## src/rtl/pipe_addsub_pkg.sv

```systemverilog
// Shared defaults for the pipelined adder/subtractor.
// Also holds a helper that derives the per-stage chunk width.
package pipe_addsub_pkg;

  localparam int ADDSUB_WIDTH  = 16;
  localparam int ADDSUB_STAGES = 4;

  function automatic int chunk_width(input int width, input int stages);
    return width / stages;
  endfunction

endpackage

```

## src/rtl/pipe_addsub_chunk.sv

```systemverilog
// Combinational C-bit ripple adder used by each pipeline stage.
// It also reports the carry into its MSB, which feeds overflow detection.
module addsub_chunk
  import pipe_addsub_pkg::*;
#(
  parameter int C = chunk_width(ADDSUB_WIDTH, ADDSUB_STAGES)
) (
  input  logic [C-1:0] a,
  input  logic [C-1:0] b,
  input  logic         cin,
  output logic [C-1:0] s,
  output logic         cout,
  output logic         c_msb
);

  logic c;

  always_comb begin
    s     = '0;
    c     = cin;
    c_msb = cin;
    for (int i = 0; i < C; i++) begin
      if (i == C - 1) c_msb = c;
      s[i] = a[i] ^ b[i] ^ c;
      c    = (a[i] & b[i]) | (a[i] & c) | (b[i] & c);
    end
    cout = c;
  end

endmodule

```

## src/rtl/pipe_addsub.sv

```systemverilog
// Pipelined two's-complement adder/subtractor, one chunk per stage.
// Valid/ready handshakes on both sides; bubbles collapse and results keep order.
module pipe_addsub
  import pipe_addsub_pkg::*;
#(
  parameter int WIDTH  = ADDSUB_WIDTH,
  parameter int STAGES = ADDSUB_STAGES
) (
  input  logic             clk,
  input  logic             rst_n,
  input  logic             in_valid,
  output logic             in_ready,
  input  logic [WIDTH-1:0] a,
  input  logic [WIDTH-1:0] b,
  input  logic             cin,
  input  logic             sub,
  output logic             out_valid,
  input  logic             out_ready,
  output logic [WIDTH-1:0] sum,
  output logic             cout,
  output logic             ovf,
  output logic             zero
);

  localparam int C = chunk_width(WIDTH, STAGES);

  if (WIDTH % STAGES != 0) begin : g_param_check
    $error("pipe_addsub: WIDTH (%0d) must be a multiple of STAGES (%0d)", WIDTH, STAGES);
  end

  logic [STAGES-1:0] stage_valid;
  logic [STAGES-1:0] can_load;
  logic [STAGES-1:0] src_valid;
  logic [STAGES-1:0] carry_q;
  logic              msb_carry_q;
  logic [WIDTH-1:0]  acc_q    [STAGES];
  logic [WIDTH-1:0]  opb_q    [STAGES];

  logic [WIDTH-1:0]  acc_in   [STAGES];
  logic [WIDTH-1:0]  opb_in   [STAGES];
  logic [WIDTH-1:0]  acc_next [STAGES];
  logic [STAGES-1:0] carry_in;
  logic [C-1:0]      chunk_sum  [STAGES];
  logic [STAGES-1:0] chunk_cout;
  logic              chunk_cmsb [STAGES];

  // The accumulator word rotates right one chunk per stage: the low chunk is
  // consumed as an operand and the new sum chunk enters at the top, so after
  // the last stage the word holds the complete sum in natural bit order.
  for (genvar k = 0; k < STAGES; k++) begin : g_stage
    if (k == 0) begin : g_head
      assign acc_in[k]    = a;
      assign opb_in[k]    = sub ? ~b : b;
      assign carry_in[k]  = sub | cin;
      assign src_valid[k] = in_valid;
    end else begin : g_body
      assign acc_in[k]    = acc_q[k-1];
      assign opb_in[k]    = opb_q[k-1];
      assign carry_in[k]  = carry_q[k-1];
      assign src_valid[k] = stage_valid[k-1];
    end

    addsub_chunk #(.C(C)) u_chunk (
      .a     (acc_in[k][C-1:0]),
      .b     (opb_in[k][C-1:0]),
      .cin   (carry_in[k]),
      .s     (chunk_sum[k]),
      .cout  (chunk_cout[k]),
      .c_msb (chunk_cmsb[k])
    );

    assign acc_next[k] = (acc_in[k] >> C) | (WIDTH'(chunk_sum[k]) << (WIDTH - C));
  end

  // A stage may load when empty or when its occupant moves on this cycle.
  always_comb begin
    can_load = '0;
    can_load[STAGES-1] = !stage_valid[STAGES-1] || out_ready;
    for (int k = STAGES - 2; k >= 0; k--) begin
      can_load[k] = !stage_valid[k] || can_load[k+1];
    end
  end

  always_ff @(posedge clk or negedge rst_n) begin
    if (!rst_n) begin
      stage_valid <= '0;
      carry_q     <= '0;
      msb_carry_q <= 1'b0;
      for (int k = 0; k < STAGES; k++) begin
        acc_q[k] <= '0;
        opb_q[k] <= '0;
      end
    end else begin
      for (int k = 0; k < STAGES; k++) begin
        if (can_load[k]) begin
          stage_valid[k] <= src_valid[k];
          if (src_valid[k]) begin
            acc_q[k]   <= acc_next[k];
            opb_q[k]   <= opb_in[k] >> C;
            carry_q[k] <= chunk_cout[k];
          end
        end
      end
      if (can_load[STAGES-1] && src_valid[STAGES-1]) begin
        msb_carry_q <= chunk_cmsb[STAGES-1];
      end
    end
  end

  assign in_ready  = can_load[0];
  assign out_valid = stage_valid[STAGES-1];
  assign sum       = acc_q[STAGES-1];
  assign cout      = carry_q[STAGES-1];
  assign ovf       = msb_carry_q ^ carry_q[STAGES-1];
  assign zero      = ~|acc_q[STAGES-1];

endmodule

```

## config.mk

```make
export PLATFORM = sky130hd
export DESIGN_NAME = pipe_addsub
export DESIGN_NICKNAME = d
export VERILOG_FILES = /design/src/rtl/pipe_addsub_pkg.sv /design/src/rtl/pipe_addsub_chunk.sv /design/src/rtl/pipe_addsub.sv
export SDC_FILE = /design/constraint.sdc
export NUM_CORES = 1
export LEC_CHECK = 0
export BUFFER_PORTS_ARGS = -buffer_cell sky130_fd_sc_hd__buf_2
export CAP_MARGIN = 0
export CORE_ASPECT_RATIO = 0.8
export CORE_UTILIZATION = 61
export CTS_CLUSTER_DIAMETER = 80
export DETAILED_ROUTE_END_ITERATION = 10
export PLACE_DENSITY_LB_ADDON = 0.2
export SETUP_SLACK_MARGIN = 0.4
export SKIP_LAST_GASP = 1
export SYNTH_ARGS = -nofsm -noshare
export SYNTH_HDL_FRONTEND = slang
export SYNTH_HIERARCHICAL = 1
export SYNTH_SLANG_ARGS = --single-unit
```

## constraint.sdc

```tcl
create_clock -name clk -period 5.52 [get_ports clk]
set_input_delay 0 -clock clk [delete_from_list [all_inputs] [get_ports clk]]
set_output_delay 0 -clock clk [all_outputs]
set_load 0.03 [all_outputs]
```

Yosys cells after proc, flatten, opt, wreduce, memory -nomap -nowiden
Index checks and enable logic that the tools add are counted.
{"block": "totals", "out_inout_bits": 21, "regBits": 97}
{"block": "op_classes", "n_reduce_logical": 15, "bitwise_logic": 119, "n_mux": 1}
{"op": "12-bit by 16-bit bitwise OR with 16-bit output", "count": 4}
{"op": "1-bit AND", "count": 48}
{"op": "1-bit bitwise OR", "count": 33}
{"op": "1-bit XOR", "count": 33}
{"op": "16-bit 2-to-1 mux", "count": 1}
{"op": "16-bit NOT", "count": 1}
{"op": "16-bit OR reduction", "count": 1}
{"op": "2-bit AND reduction", "count": 4}
{"op": "1-bit logical NOT", "count": 5}
{"op": "1-bit logical OR", "count": 4}
{"op": "1-bit logical AND", "count": 1}

Depth between registers and ports, before layout
{"block": "depth", "word_depth": 14, "mapped_depth": 12, "ltp_nobuf": 10}

Hierarchy
The synthesis kept the hierarchy.
{"mod": "pipe_addsub", "instances": 1, "seq_area_each_um2": 2427.3, "area_per_inst_um2": 3847.4, "cells_each": 236}
{"mod": "addsub_chunk", "instances": 4, "seq_area_each_um2": 0.0, "area_per_inst_um2": 117.6, "cells_each": 14}

Worst setup path before layout
No wires, ideal clock.
{"block": "synth_path", "kind": "input -> register", "from": "in sub", "to": "reg acc_q (netlist bit acc_in[47])", "path_slack_ns": 3.180, "stages": 12, "n_path_buf": 2, "arrival_ns": 2.275, "cell_sequence": "buf_2 > buf_2 > or2_2 > inv_1 > fa_1 > inv_1 > fa_1 > fa_1 > inv_1 > fa_1 > inv_1 > mux2_2"}
{"item": "start, declared", "line": "pipe_addsub.sv:16", "text": "input logic sub,"}
{"item": "end signal, assigned by index", "line": "pipe_addsub.sv:98", "text": "acc_q[k] <= acc_next[k];"}
{"item": "end, declared", "line": "pipe_addsub.sv:36", "text": "logic [WIDTH-1:0] acc_q [STAGES];"}

==> key figures <==
Cells and area
  • Final nets: 421
  • Layout-stage area growth over the synthesis result: 15.4%
  • Proportion of layout cells with a drive suffix above 1: 45.1%
  • Core utilization of the finished layout: 72.7%
  • Filler cells: 468
  • Antenna Cells: 0

Power
  • Static Leak: 0.00237 µW
  • Portion of total power attributed to combinational logic: 35.4%
  • Internal power component: 1560 µW
  • Highest ir drop seen on vdd: 234 µV
  • Power per cell area: 476 nW/µm²
  • Reported net switching power: 818 µW
  • Proportion of total power due to net switching: 34.4%
  • Clock power share: 16.6%
  • Part of the total power dissipated in sequential elements: 48.0%

Worst setup path
  • Maximum fanout count along the critical path: 2
  • Worst Setup EP: sum[15]
  • CP endpoint kind: flop
  • CP max-delay cell: sky130_fd_sc_hd__fa_1
  • CP delay by family, top: adder cells
  • Crit path depth: 9
  • WP data arrival: 2490 ps
  • Worst reg2reg path startpoint: acc_in[0]
  • Worst path bufs/invs: 4
  • Worst path required time: 5760 ps
  • Critical path type: reg2reg
  • Flop-to-flop setup slack: 3270 ps
  • Depth of the worst register-to-register path: 9
  • CP Launch Type: flop
  • Destination of the worst register-to-register timing path: sum[15]
  • Ordered cell list for the critical path: inv_1 -> fa_1 -> inv_1 -> fa_1 -> fa_1 -> inv_1 -> fa_1 -> inv_1 -> mux2_2
  • Source of the critical timing path: acc_in[0]
  • Critical Path Max Stage Delay: 470 ps

Timing
  • Fin Setup TNS: 0 ps
  • RSZ-0062 raised after global routing: false
  • Count of final max-slew check failures: 0
  • Top achievable clock speed: 444 MHz
  • Final setup vio count: 0
  • Period utilisation layout: 40.8%
  • Hold violation count in the final report: 0
  • Post-route minimum period: 2250 ps
  • Transition at the pin with the smallest max-transition slack: 1110 ps
  • Setup clock skew after layout: 5.62 ps
  • Worst relative slew slack: 26.1%

Routing
  • Total number of vias: 2362
  • Average via count per standard cell: 5.17
  • DRT Pass-1 Iters: 4
  • Overall routed net length: 6960 µm
  • DRC: 0
  • First-iteration detailed-routing DRC count: 81
  • DRT antenna net count: 0
  • Wire length per cell after detailed routing: 15.2 µm

Placed design
  • Number of input and output port buffers inserted: 58
  • Detailed-placement wirelength estimate: 4990 µm
  • Global placement routability congestion: 0.765

Global routing
  • Via count of the first global-routing pass: 2481
  • Initial antenna violation count: 0
  • Total track usage: 21.8%
  • Maximum number of pins on one net before global-route repair: 50
  • First-pass GRT wire length: 11800 µm
  • Global-route congestion overflow total: 0

Hold path
  • Worst min-delay path class: in2reg
  • Critical hold path startpoint: b[8]

Die
  • Die area: 7420 µm²
  • Die boundary height: 77.3 µm
  • CORE AREA: 6860 µm²
  • Die width: 96.1 µm
  • Initial standard-cell utilization of the core: 63.0%
  • Core Rows: 27
  • I/O pin count: 59

CTS
  • Maximum level of the CTS H-tree: 3
  • Maximum root-to-sink buffer count: 2
  • Cell chosen for the clock root: sky130_fd_sc_hd__clkbuf_8
  • Cts bufs inserted: 9
  • Resized cells post-CTS: 0
  • Number of clock sinks seen by CTS: 97
  • Clock tree from TritonCTS: yes
  • Clock edge transition at the registers on the reported setup and hold paths: 90 ps
  • Clock latency of the later-clocked register in the worst-skew pair: 350 ps
  • Hold Buf Count CTS: 15
  • Setup Buffers After CTS: 0

Synth
  • Library cells used by synthesis: 17
  • Cell area after synthesis: 4320 µm²
  • Cell taking the most area after synthesis: sky130_fd_sc_hd__dfrtp_1
  • Sequential cell area fraction in the yosys report: 56.2%
  • Mean area per synthesized cell: 14.8 µm²
  • Biggest area contributors in the synthesized netlist: sky130_fd_sc_hd__dfrtp_1, sky130_fd_sc_hd__mux2_2, sky130_fd_sc_hd__fa_1, sky130_fd_sc_hd__inv_1, sky130_fd_sc_hd__mux2_4
  • Number of nets in the synthesized netlist: 346
  • Warnings from Yosys: 6
  • Number of synthesized register bits: 97
  • Number of instances in the synthesized netlist: 292
  • Proportion of netlist area held by the largest area contributor: 56.2%

Status
  • Outcome: finished, final reports clean

Flow run
  • Max Cap Violations: 0
how the worst min path moves through the flow:
stage,end,slack (ps),cells past startpoint
global route,opb_in[36],20,3
detailed placement,sum[13],50,1
floorplan,acc_in[0],-300,0
CTS,opb_in[33],20,3
finish,opb_in[36],40,3
global placement,carry_q[3],50,1
metal layers:
layer  GRT usage, %  part of all wire, %  up-vias
met2           33.8                   46       49
met1           29.7                   49     1196
met3           6.05                  3.4       11
li1               -                    -     1106
met4           7.16                  1.7        0
met5              0                    0        -
power groups by stage:
stage / sequential, µW / combinational (µW) / clock [µW]
detailed placement: 1160 / 844 / 0
global placement: 1140 / 808 / 0
finish: 1140 / 840 / 394
floorplan: 1230 / 493 / 0
CTS: 1140 / 855 / 403
global route: 1170 / 932 / 438
Yosys cell counts:
cell                       instances
sky130_fd_sc_hd__inv_1            40
sky130_fd_sc_hd__and4b_1           1
sky130_fd_sc_hd__xor2_1           17
sky130_fd_sc_hd__fa_1             16
sky130_fd_sc_hd__mux2_4           10
sky130_fd_sc_hd__nor4_1            4
sky130_fd_sc_hd__nand4b_1          1
sky130_fd_sc_hd__and4_1            1
sky130_fd_sc_hd__nand2b_1          5
sky130_fd_sc_hd__a21boi_2          1
sky130_fd_sc_hd__mux2_2           83
sky130_fd_sc_hd__nand2_1           4
sky130_fd_sc_hd__buf_6             2
sky130_fd_sc_hd__buf_2             8
sky130_fd_sc_hd__or2_2             1
sky130_fd_sc_hd__dfrtp_1          97
sky130_fd_sc_hd__nand3b_1          1
worst reg2reg max path, cell delays in order, from the launching register on:
cell                      delay, ps
sky130_fd_sc_hd__dfrtp_1        360
sky130_fd_sc_hd__inv_1           60
sky130_fd_sc_hd__fa_1           410
sky130_fd_sc_hd__inv_1           90
sky130_fd_sc_hd__fa_1           210
sky130_fd_sc_hd__fa_1           210
sky130_fd_sc_hd__inv_1           60
sky130_fd_sc_hd__fa_1           470
sky130_fd_sc_hd__inv_1           30
sky130_fd_sc_hd__mux2_2         240
cell type report:
| cell class | instances | area, µm² | area share (%) |
|---|---|---|---|
| repair buffers | 74 | 450 | 9.04 |
| clock buffers | 11 | 141 | 2.84 |
| inverters | 40 | 150 | 3.01 |
| clock inverters | 3 | 18.8 | 0.377 |
| well taps | 87 | 109 | 2.18 |
| multi-input cells | 145 | 1690 | 33.8 |
| flip-flops and latches | 97 | 2430 | 48.7 |
sequential cells by signal, summed over array words and instances (netlist names):
register	count
carry_q	4
acc_in	48
msb_carry_q	1
stage_valid	4
sum	16
opb_in	24
logic make-up after synthesis:
| family | share of synthesized area, % |
|---|---|
| flops | 56.2 |
| mux | 25.1 |
| buf+inv | 4.93 |
| simple gates | 2.61 |
| xor+xnor | 3.45 |
| fa+ha+maj | 7.42 |
| compound gates | 0.261 |
placed cells by master, fill, tap and decap left out:
cell type	count
sky130_fd_sc_hd__clkinv_2	2
sky130_fd_sc_hd__clkinv_4	1
sky130_fd_sc_hd__inv_1	40
sky130_fd_sc_hd__nand3b_1	1
sky130_fd_sc_hd__nor4_1	4
sky130_fd_sc_hd__xor2_1	17
sky130_fd_sc_hd__clkbuf_1	1
sky130_fd_sc_hd__nand2b_1	5
sky130_fd_sc_hd__nand4b_1	1
sky130_fd_sc_hd__or2_2	1
sky130_fd_sc_hd__and4b_1	1
sky130_fd_sc_hd__clkbuf_8	10
sky130_fd_sc_hd__buf_4	2
sky130_fd_sc_hd__dfrtp_1	97
sky130_fd_sc_hd__mux2_2	83
sky130_fd_sc_hd__fa_1	16
sky130_fd_sc_hd__mux2_4	10
sky130_fd_sc_hd__buf_2	57
sky130_fd_sc_hd__and4_1	1
sky130_fd_sc_hd__a21boi_4	1
sky130_fd_sc_hd__dlygate4sd3_1	15
sky130_fd_sc_hd__nand2_1	4
metrics by stage:
step | cells | cell area (µm²) | setup slack [ps] | total power, µW | hold WS (ps)
floorplan | 292 | 4320 | 3180 | 1720 | -296
detailed placement | 428 | 4670 | 3150 | 2000 | 54.5
CTS | 457 | 4980 | 3260 | 2400 | 19.8
finish | 457 | 4980 | 3270 | 2370 | 42.2
global route | 457 | 4980 | 3190 | 2540 | 17.4
global placement | 428 | 4670 | 3200 | 1940 | 49.0
Note: power is estimated with default switching activity, not from simulation.
